### src/rtl/ansi_pkg.sv
// rtl/ansi_pkg.sv - key kinds, byte constants and state encoding for the ANSI key decoder
package ansi_pkg;

    typedef enum logic [2:0] {
        KIND_ASCII     = 3'd0,
        KIND_UP        = 3'd1,
        KIND_DOWN      = 3'd2,
        KIND_RIGHT     = 3'd3,
        KIND_LEFT      = 3'd4,
        KIND_ESC       = 3'd5,
        KIND_META      = 3'd6,
        KIND_CSI_OTHER = 3'd7
    } key_kind_t;

    typedef enum logic [1:0] {
        ST_IDLE = 2'd0,
        ST_ESC  = 2'd1,
        ST_SS3  = 2'd2,
        ST_CSI  = 2'd3
    } state_t;

    localparam logic [7:0] BYTE_ESC = 8'h1B;
    localparam logic [7:0] BYTE_CSI = 8'h5B;
    localparam logic [7:0] BYTE_SS3 = 8'h4F;
    localparam logic [7:0] BYTE_SEP = 8'h3B;
    localparam logic [7:0] BYTE_CPR = 8'h52;

    function automatic logic is_digit(input logic [7:0] b);
        return (b >= 8'h30) && (b <= 8'h39);
    endfunction

    function automatic logic is_final(input logic [7:0] b);
        return (b >= 8'h40) && (b <= 8'h7E);
    endfunction

    function automatic logic is_arrow(input logic [7:0] b);
        return (b >= 8'h41) && (b <= 8'h44);
    endfunction

    // 'A'..'D' carry 1..4 in their low bits, which is exactly UP..LEFT
    function automatic key_kind_t arrow_kind(input logic [2:0] low);
        return key_kind_t'(low);
    endfunction

endpackage

### src/rtl/ansi_key_decoder_if.sv
// rtl/ansi_key_decoder_if.sv - receive byte strobe in, decoded key event out
interface ansi_key_decoder_if;
    logic       rx_valid;
    logic [7:0] rx_data;
    logic       key_valid;
    logic [2:0] key_kind;
    logic [7:0] key_code;
    logic [7:0] csi_p0;
    logic [7:0] csi_p1;

    modport master (
        output rx_valid, rx_data,
        input  key_valid, key_kind, key_code, csi_p0, csi_p1
    );

    modport slave (
        input  rx_valid, rx_data,
        output key_valid, key_kind, key_code, csi_p0, csi_p1
    );
endinterface

### src/rtl/dec_accum.sv
// rtl/dec_accum.sv - 8-bit saturating decimal accumulator
module dec_accum (
    input  logic       clk,
    input  logic       rst,
    input  logic       clr,
    input  logic       digit_valid,
    input  logic [3:0] digit,
    output logic [7:0] value
);
    logic [11:0] next_val;

    // 255*10+9 fits in 12 bits, so saturation is a single compare
    assign next_val = ({4'd0, value} * 12'd10) + {8'd0, digit};

    always_ff @(posedge clk) begin
        if (rst || clr) begin
            value <= 8'd0;
        end else if (digit_valid) begin
            value <= (next_val > 12'd255) ? 8'hFF : next_val[7:0];
        end
    end
endmodule

### src/rtl/ansi_key_decoder.sv
// rtl/ansi_key_decoder.sv - decodes UART bytes into ASCII, ESC, META, SS3 and CSI key events
module ansi_key_decoder
    import ansi_pkg::*;
#(
    parameter int ESC_TIMEOUT = 1000000,
    parameter int CNT_W       = 20
) (
    input  logic                clk,
    input  logic                rst,
    ansi_key_decoder_if.slave   bus
);
    state_t           state_q, state_d;
    logic [CNT_W-1:0] cnt_q, cnt_d;
    logic [1:0]       idx_q, idx_d;
    logic             emit, idle_path, acc_clr, dig0, dig1, timeout;
    key_kind_t        kind_d, kind_q;
    logic [7:0]       code_d, code_q, b;
    logic             key_valid_q;

    assign b       = bus.rx_data;
    assign timeout = (cnt_q == CNT_W'(ESC_TIMEOUT - 1));

    always_ff @(posedge clk) begin
        if (rst) begin
            state_q     <= ST_IDLE;
            cnt_q       <= '0;
            idx_q       <= 2'd0;
            key_valid_q <= 1'b0;
            kind_q      <= KIND_ASCII;
            code_q      <= 8'd0;
        end else begin
            state_q     <= state_d;
            cnt_q       <= cnt_d;
            idx_q       <= idx_d;
            key_valid_q <= emit;
            if (emit) begin
                kind_q <= kind_d;
                code_q <= code_d;
            end
        end
    end

    always_comb begin
        state_d   = state_q;
        cnt_d     = cnt_q;
        idx_d     = idx_q;
        emit      = 1'b0;
        idle_path = 1'b0;
        kind_d    = KIND_ASCII;
        code_d    = b;
        acc_clr   = 1'b0;
        dig0      = 1'b0;
        dig1      = 1'b0;

        if (state_q != ST_IDLE) begin
            cnt_d = bus.rx_valid ? '0 : cnt_q + CNT_W'(1);
        end

        case (state_q)
            ST_IDLE: idle_path = bus.rx_valid;
            ST_ESC: begin
                if (bus.rx_valid) begin
                    if (b == BYTE_CSI) begin
                        state_d = ST_CSI;
                    end else if (b == BYTE_SS3) begin
                        state_d = ST_SS3;
                    end else if (b == BYTE_ESC) begin
                        emit    = 1'b1;
                        kind_d  = KIND_ESC;
                        acc_clr = 1'b1;
                        idx_d   = 2'd0;
                    end else begin
                        emit    = 1'b1;
                        kind_d  = KIND_META;
                        state_d = ST_IDLE;
                    end
                end else if (timeout) begin
                    emit    = 1'b1;
                    kind_d  = KIND_ESC;
                    code_d  = BYTE_ESC;
                    state_d = ST_IDLE;
                end
            end
            ST_SS3: begin
                if (bus.rx_valid) begin
                    emit    = 1'b1;
                    kind_d  = is_arrow(b) ? arrow_kind(b[2:0]) : KIND_CSI_OTHER;
                    state_d = ST_IDLE;
                end else if (timeout) begin
                    emit    = 1'b1;
                    kind_d  = KIND_CSI_OTHER;
                    code_d  = 8'd0;
                    state_d = ST_IDLE;
                end
            end
            ST_CSI: begin
                if (bus.rx_valid) begin
                    if (is_digit(b)) begin
                        dig0 = (idx_q == 2'd0);
                        dig1 = (idx_q == 2'd1);
                    end else if (b == BYTE_SEP) begin
                        idx_d = (idx_q == 2'd2) ? 2'd2 : idx_q + 2'd1;
                    end else if (is_final(b)) begin
                        emit    = 1'b1;
                        kind_d  = is_arrow(b) ? arrow_kind(b[2:0]) : KIND_CSI_OTHER;
                        state_d = ST_IDLE;
                    end else begin
                        idle_path = 1'b1;
                    end
                end else if (timeout) begin
                    emit    = 1'b1;
                    kind_d  = KIND_CSI_OTHER;
                    code_d  = 8'd0;
                    state_d = ST_IDLE;
                end
            end
            default: state_d = ST_IDLE;
        endcase

        // shared by IDLE and by a CSI abort, which replays the byte as if idle
        if (idle_path) begin
            if (b == BYTE_ESC) begin
                state_d = ST_ESC;
                acc_clr = 1'b1;
                idx_d   = 2'd0;
            end else begin
                emit    = 1'b1;
                kind_d  = KIND_ASCII;
                state_d = ST_IDLE;
            end
        end

        if (state_d == ST_IDLE) begin
            cnt_d = '0;
        end
    end

    dec_accum u_p0 (
        .clk         (clk),
        .rst         (rst),
        .clr         (acc_clr),
        .digit_valid (dig0),
        .digit       (b[3:0]),
        .value       (bus.csi_p0)
    );

    dec_accum u_p1 (
        .clk         (clk),
        .rst         (rst),
        .clr         (acc_clr),
        .digit_valid (dig1),
        .digit       (b[3:0]),
        .value       (bus.csi_p1)
    );

    assign bus.key_valid = key_valid_q;
    assign bus.key_kind  = kind_q;
    assign bus.key_code  = code_q;
endmodule

### src/flat_wrapper.sv
// flat-port wrapper written by rule: the top's interface ports become plain ports
module ansi_key_decoder_flat import ansi_pkg::*;
#(
    parameter int ESC_TIMEOUT = 1000000,
    parameter int CNT_W       = 20
)
  (clk, rst, bus_rx_valid, bus_rx_data, bus_key_valid, bus_key_kind, bus_key_code, bus_csi_p0, bus_csi_p1);
  ansi_key_decoder_if bus_i ();
  input  logic clk;
  input  logic rst;
  input wire logic [$bits(bus_i.rx_valid)-1:0] bus_rx_valid;
  input wire logic [$bits(bus_i.rx_data)-1:0] bus_rx_data;
  output wire logic [$bits(bus_i.key_valid)-1:0] bus_key_valid;
  output wire logic [$bits(bus_i.key_kind)-1:0] bus_key_kind;
  output wire logic [$bits(bus_i.key_code)-1:0] bus_key_code;
  output wire logic [$bits(bus_i.csi_p0)-1:0] bus_csi_p0;
  output wire logic [$bits(bus_i.csi_p1)-1:0] bus_csi_p1;
  assign bus_i.rx_valid = bus_rx_valid;
  assign bus_i.rx_data = bus_rx_data;
  assign bus_key_valid = bus_i.key_valid;
  assign bus_key_kind = bus_i.key_kind;
  assign bus_key_code = bus_i.key_code;
  assign bus_csi_p0 = bus_i.csi_p0;
  assign bus_csi_p1 = bus_i.csi_p1;
  ansi_key_decoder #(.ESC_TIMEOUT(ESC_TIMEOUT), .CNT_W(CNT_W)) u_core (.clk(clk), .rst(rst), .bus(bus_i));
endmodule
### config.mk
export PLATFORM = sky130hd
export DESIGN_NAME = ansi_key_decoder_flat
export DESIGN_NICKNAME = d
export VERILOG_FILES = /design/src/rtl/ansi_pkg.sv /design/src/rtl/ansi_key_decoder_if.sv /design/src/rtl/dec_accum.sv /design/src/rtl/ansi_key_decoder.sv /design/src/flat_wrapper.sv
export SDC_FILE = /design/constraint.sdc
export NUM_CORES = 1
export LEC_CHECK = 0
export ABC_AREA = 1
export CAP_MARGIN = 20
export CORE_MARGIN = 1
export CORE_UTILIZATION = 58
export DETAILED_ROUTE_END_ITERATION = 6
export HOLD_SLACK_MARGIN = 0.08
export PLACE_DENSITY = 0.8
export SLEW_MARGIN = 10
export SYNTH_ARGS = -nofsm -noshare
export SYNTH_HDL_FRONTEND = slang
export SYNTH_HIERARCHICAL = 1
export SYNTH_SLANG_ARGS = --single-unit
### constraint.sdc
create_clock -name clk -period 2.48 [get_ports clk]
set_input_delay 0.62 -clock clk [delete_from_list [all_inputs] [get_ports clk]]
set_output_delay 0.62 -clock clk [all_outputs]
set_load 0.02 [all_outputs]
# Word level (Yosys, flattened, before mapping)
# Index checks and enable logic that the tools add are counted.
# word_totals
out_inout_bits	28
word_cells	119
input_bits	11
ff_bits	52
# op_classes
multipliers	2
eq_ne	10
n_reduce_logical	10
magnitude_cmp	8
add_sub_neg	4
n_mux	77
# op_table
operator	count
$mux W8	6
$mux W2	22
$mux W3	13
$mux W1	29
$add A12 B4 Y12	2
$gt A12 B8 Y1 const B	2
$mul A8 B3 Y11 const B	2
$add A20 B1 Y20 const B	1
$eq A20 B20 Y1 const B	1
$mux W20	1
$eq A8 B7 Y1 const B	2
$ge A8 B7 Y1 const B	2
$le A8 B7 Y1 const B	2
$pmux W8 S2	1
$pmux W3 S3	1
$eq A8 B5 Y1 const B	1
$eq A8 B6 Y1 const B	1
$ge A8 B6 Y1 const B	1
$le A8 B6 Y1 const B	1
$eq A2 B2 Y1 const B	3
$logic_not A2 Y1	3
$pmux W2 S3	1
$eq A2 B1 Y1 const B	2
$pmux W2 S2	1
7 further kinds	10

# Logic depth before layout (Yosys ltp)
# depth
ltp_word	10
mapped_depth	15
ltp_nobuf	14

# Cells and area by module
# The synthesis kept the hierarchy.
# modules_own_cells
mod	instances	cells_each	seq_area_each_um2	area_each_um2
ansi_key_decoder	1	352	720.7	2538.7
dec_accum	2	108	160.2	855.8

# Worst setup path before layout
# No wires, ideal clock.
# synth_timing
kind	register to register
start	reg u_core.u_p0.value[1]
end	reg u_core.u_p0.value[1]
path_slack_ps	151
required_time_ps	2358
synth_period_minus_slack_ps	2329
path_stages_with_launch	12
arrival_time_ps	2207
setup_ps	122
path_cell_list	dfxtp_1 -> ha_1 -> ha_1 -> fa_1 -> xor2_1 -> inv_2 -> nor2_4 -> inv_2 -> nor2_2 -> nor2_2 -> nor2_8 -> a21oi_2
# synth_via
elab_chain_len	4
# synth_lines
element	line_no	source
start: declaration	dec_accum.sv:8	output logic [7:0] value
start signal: assignment	dec_accum.sv:19	value <= (next_val > 12'd255) ? 8'hFF : next_val[7:0];
$mul A8 B3 Y11	dec_accum.sv:13	assign next_val = ({4'd0, value} * 12'd10) + {8'd0, digit};
$add A12 B4 Y12	dec_accum.sv:13	
$gt A12 B8 Y1	dec_accum.sv:19	
$mux W8	dec_accum.sv:19	
# No other way between the ends.
# A chain may end at the register's enable or synchronous reset.

# Worst setup path after layout
# layout_timing
start	in bus_rx_data[3]
end	reg u_core.u_p0.value[0]
# layout_via
elab_chain_len	9
elab_cells_between_ends	29
classes_between	add/sub: 1; order compare: 5; eq/ne: 4; mux: 16; reduce/logical: 3
# layout_lines
element	line_no	source
start: declaration	flat_wrapper.sv:12	input wire logic [$bits(bus_i.rx_data)-1:0] bus_rx_data;
$ge A8 B7 Y1, or another cell as far along	ansi_pkg.sv:33	return (b >= 8'h40) && (b <= 8'h7E);
$logic_and A1 B1 Y1 / $mux W1 (equally long branches)	ansi_pkg.sv:33, ansi_key_decoder.sv:67	
$mux W1, on equally long branches	ansi_key_decoder.sv:103, ansi_key_decoder.sv:65	
$mux W1, on equally long branches	ansi_key_decoder.sv:101, ansi_key_decoder.sv:63	
$mux W1, on equally long branches	ansi_key_decoder.sv:98, ansi_key_decoder.sv:62	
$mux W1, on equally long branches	ansi_key_decoder.sv:97, ansi_key_decoder.sv:59	
$pmux W1 S2 / $mux W1 (equally long branches)	ansi_key_decoder.sv:59, ansi_key_decoder.sv:122	
$mux W1 *	ansi_key_decoder.sv:121	if (idle_path) begin
named net u_core.acc_clr	ansi_key_decoder.sv:15	logic emit, idle_path, acc_clr, dig0, dig1, timeout;
$logic_or A1 B1 Y1 *	dec_accum.sv:16	if (rst || clr) begin
# The timed path passes the listed nets; every way through them passes the cells marked *.

==> metrics <==
outcome=complete, no violations; Slew HR=0.699; Overall Global Routing Usage=0.274; CTS tree=done; worst skew pair latency=around 0.3 ns; I/O Pins=39; die extent in y=87.6 um; gr ovfl total=0; worst hold margin=0.464 ns; Worst Tran Pin Value=0.451 ns; num rows=30; number of global-route vias before repair=3711; initial core utilization=0.612; Remaining DRCs=0; drt total wl=approximately 9900 um; layout filler cell count=between 500 and 600; R2R setup slack=0.15 ns; DRT antenna net count=0; power share of the combinational group=0.522; CTS root buffer=clkbuf_8; min-delay worst type=reg -> reg; Flop pwr share=0.320; leading cell type in the layout, fill and taps excluded=nand2_1; antenna violations before repair=0; P_sw=around 1.4 mW; Register Area=1040 um^2; syn_nets=621; skew final=around 0.0072 ns; Inserted Clock Buffers=5; core area=6940 um^2; Pint=1.75 mW; Max-Cap Viols=0; final hold vios=0; CP max FO=8; share of cells above drive strength 1=0.282; die width=87.6 um; yosys warns=6; Max Slew Vio Count=0; Multi-input gate area=~2900 um^2; Critical Path Sink Type=flip-flop; Worst Min Path Start=u_core/bus.key_kind[2]$_SDFFE_PP0P_; hold path cells=2; fin nets=694; largest net degree at the start of global routing=16; P per Cell Area=607 nW/um^2; DR iter-0 viols=~250; Clk pin slew, worst setup/hold paths=0.09 ns; Post-DP HPWL=8010 um; Arr. time, crit path=approximately 2.5 ns; via count=around 4000; Final min period=2.35 ns; reg2reg path depth=11; CP Data Required Time=2.67 ns; unrepaired setup endpoints after global routing=no; Hold Path End=u_core/bus.key_kind[2]$_SDFFE_PP0P_; period utilization=0.946; Sink Count=52; First-pass DRT Iterations=5; FF-to-FF Start=u_core/u_p1/value[1]$_SDFFE_PP0P_; Vias/cell=5.42; Final setup viols=0; postcts setup bufs=0; clk buf depth=2; post-synthesis sequential area ratio=0.245; post-synthesis cell type count=42; Worst setup SP type=input port; ant diodes=0; Area after DPL=4990 um^2; most frequent cells in the layout=nand2_1, dfxtp_1, inv_1; cells after synthesis=568; Synth-to-Final Area Change=20.1%; Port Buf Inserts=38; Max VDD drop=0.000458 V; CTS hold repair buffers=0; Mapped Avg Cell Area=7.48 um^2; Setup CP Type=in -> reg; Mapped Area=4250 um^2; Clk network pwr share=0.158; gpl congestion=0.884; #FFs+latches synth=52; R2R Path End=u_core/u_p1/value[6]$_SDFFE_PP0P_; Finished Cell Area=5100 um^2; switching share of total power=0.437; area of the die=7670 um^2; drt wl/cell=approximately 13 um; FMAX=426 MHz; post-layout util=0.735; htree depth=2; first-pass GRT wire length=16600 um; LEAKAGE=2.30 nW
synth_stat cells (all sizes together):
library cell | count | area (um^2)
nor4 | 1 | 6.26
nor2 | 64 | 360
nand3 | 47 | 323
nor3 | 10 | 60.1
ha | 38 | 475
a22oi | 1 | 7.51
or3 | 2 | 12.5
a21oi | 59 | 427
fa | 4 | 80.1
or2 | 6 | 37.5
inv | 69 | 259
a31oi | 2 | 12.5
nand4 | 9 | 68.8
clkbuf | 2 | 10.0
a31o | 2 | 17.5
o21bai | 1 | 7.51
a21o | 2 | 15.0
nand3b | 5 | 37.5
o21ai | 46 | 260
o211ai | 3 | 22.5
xor2 | 5 | 43.8
and3 | 1 | 6.26
nor3b | 1 | 7.51
buf | 7 | 62.6
dfxtp | 52 | 1040
nand2 | 125 | 574
clkinv | 4 | 15.0
flip-flops by register name, indices dropped and copies added, names as in the netlist:
| signal | flops |
|---|---|
| u_core/bus.key_code | 8 |
| u_core/bus.key_kind | 3 |
| u_core/bus.key_valid | 1 |
| u_core/cnt_q | 20 |
| u_core/idx_q | 2 |
| u_core/state_q | 2 |
| u_core/u_p0/value | 8 |
| u_core/u_p1/value | 8 |
power groups by stage:
stage          Combinational (mW)  Sequential [mW]  Clock (mW)
6_report                     1.62            0.991       0.490
5_1_grt                      1.75             1.00       0.532
4_1_cts                      1.60            0.992       0.505
3_5_place_dp                 1.59             1.01           0
3_3_place_gp                 1.55             1.00           0
2_1_floorplan                1.01             1.08           0
cells by family (layout without fill, tap and decap cells):
kind of cell	after synthesis	in the layout	share of synthesized area
flops	52	52	0.245
simple gates	271	271	0.351
buf+inv	82	156	0.0815
compound gates	116	116	0.181
xor+xnor	5	5	0.0103
fa+ha+maj	42	42	0.131
how the worst max path moves through the flow:
stage                                                  from                           endpoint  slack, ns  depth (start not counted)
after detailed placement                     bus_rx_data[2]  u_core/u_p1/value[6]$_SDFFE_PP0P_      -0.25                         11
after global routing      u_core/u_p0/value[3]$_SDFFE_PP0P_  u_core/u_p0/value[1]$_SDFFE_PP0P_       0.01                         11
final                                        bus_rx_data[3]  u_core/u_p0/value[0]$_SDFFE_PP0P_       0.13                         13
after CTS                                    bus_rx_data[2]  u_core/u_p1/value[6]$_SDFFE_PP0P_       0.07                         11
after global placement                       bus_rx_data[2]  u_core/u_p1/value[7]$_SDFFE_PP0P_      -0.13                         11
after floorplan           u_core/u_p0/value[1]$_SDFFE_PP0P_  u_core/u_p0/value[1]$_SDFFE_PP0P_       0.15                         11
critical path: stages:
cell and delay [ns]:
clkdlybuf4s50_1 0.61, nand2_1 0.14, nor2_2 0.13, nand2_1 0.08
nand2_2 0.10, nand4_2 0.10, nand2_4 0.11, nand3_1 0.09
o21ai_0 0.14, nor2_1 0.09, buf_4 0.17, o21ai_0 0.11
a21oi_2 0.04
timing repair:
item,4_1_cts,5_1_grt
endpoints found under the hold margin,0,0
endpoints found under the setup margin,0,17
resized for setup,0,6
per-layer routing:
metal,GRT usage,up-vias,routed length [um]
met1,0.362,1856,4680
met5,0,-,0
li1,-,2041,-
met3,0.0311,5,489
met4,0.0551,0,76
met2,0.484,99,4680
stage by stage:
step	TNS (ns)	setup WS (ns)	instances	total power, mW
final	0	0.134	738	3.10
after detailed placement	-6.54	-0.250	730	2.60
after global routing	0	0.0101	738	3.28
after CTS	0	0.0656	738	3.10
after global placement	-3.16	-0.130	730	2.55
after floorplan	0	0.151	568	2.09
final cells by class:
cell class / count / area share
flip-flops and latches: 52 / 0.204
well taps: 96 / 0.0235
inverters: 73 / 0.0542
repair buffers: 75 / 0.137
clock inverters: 2 / 0.00196
multi-input cells: 434 / 0.563
clock buffers: 6 / 0.0162
Note: power is estimated with default switching activity, not from simulation.
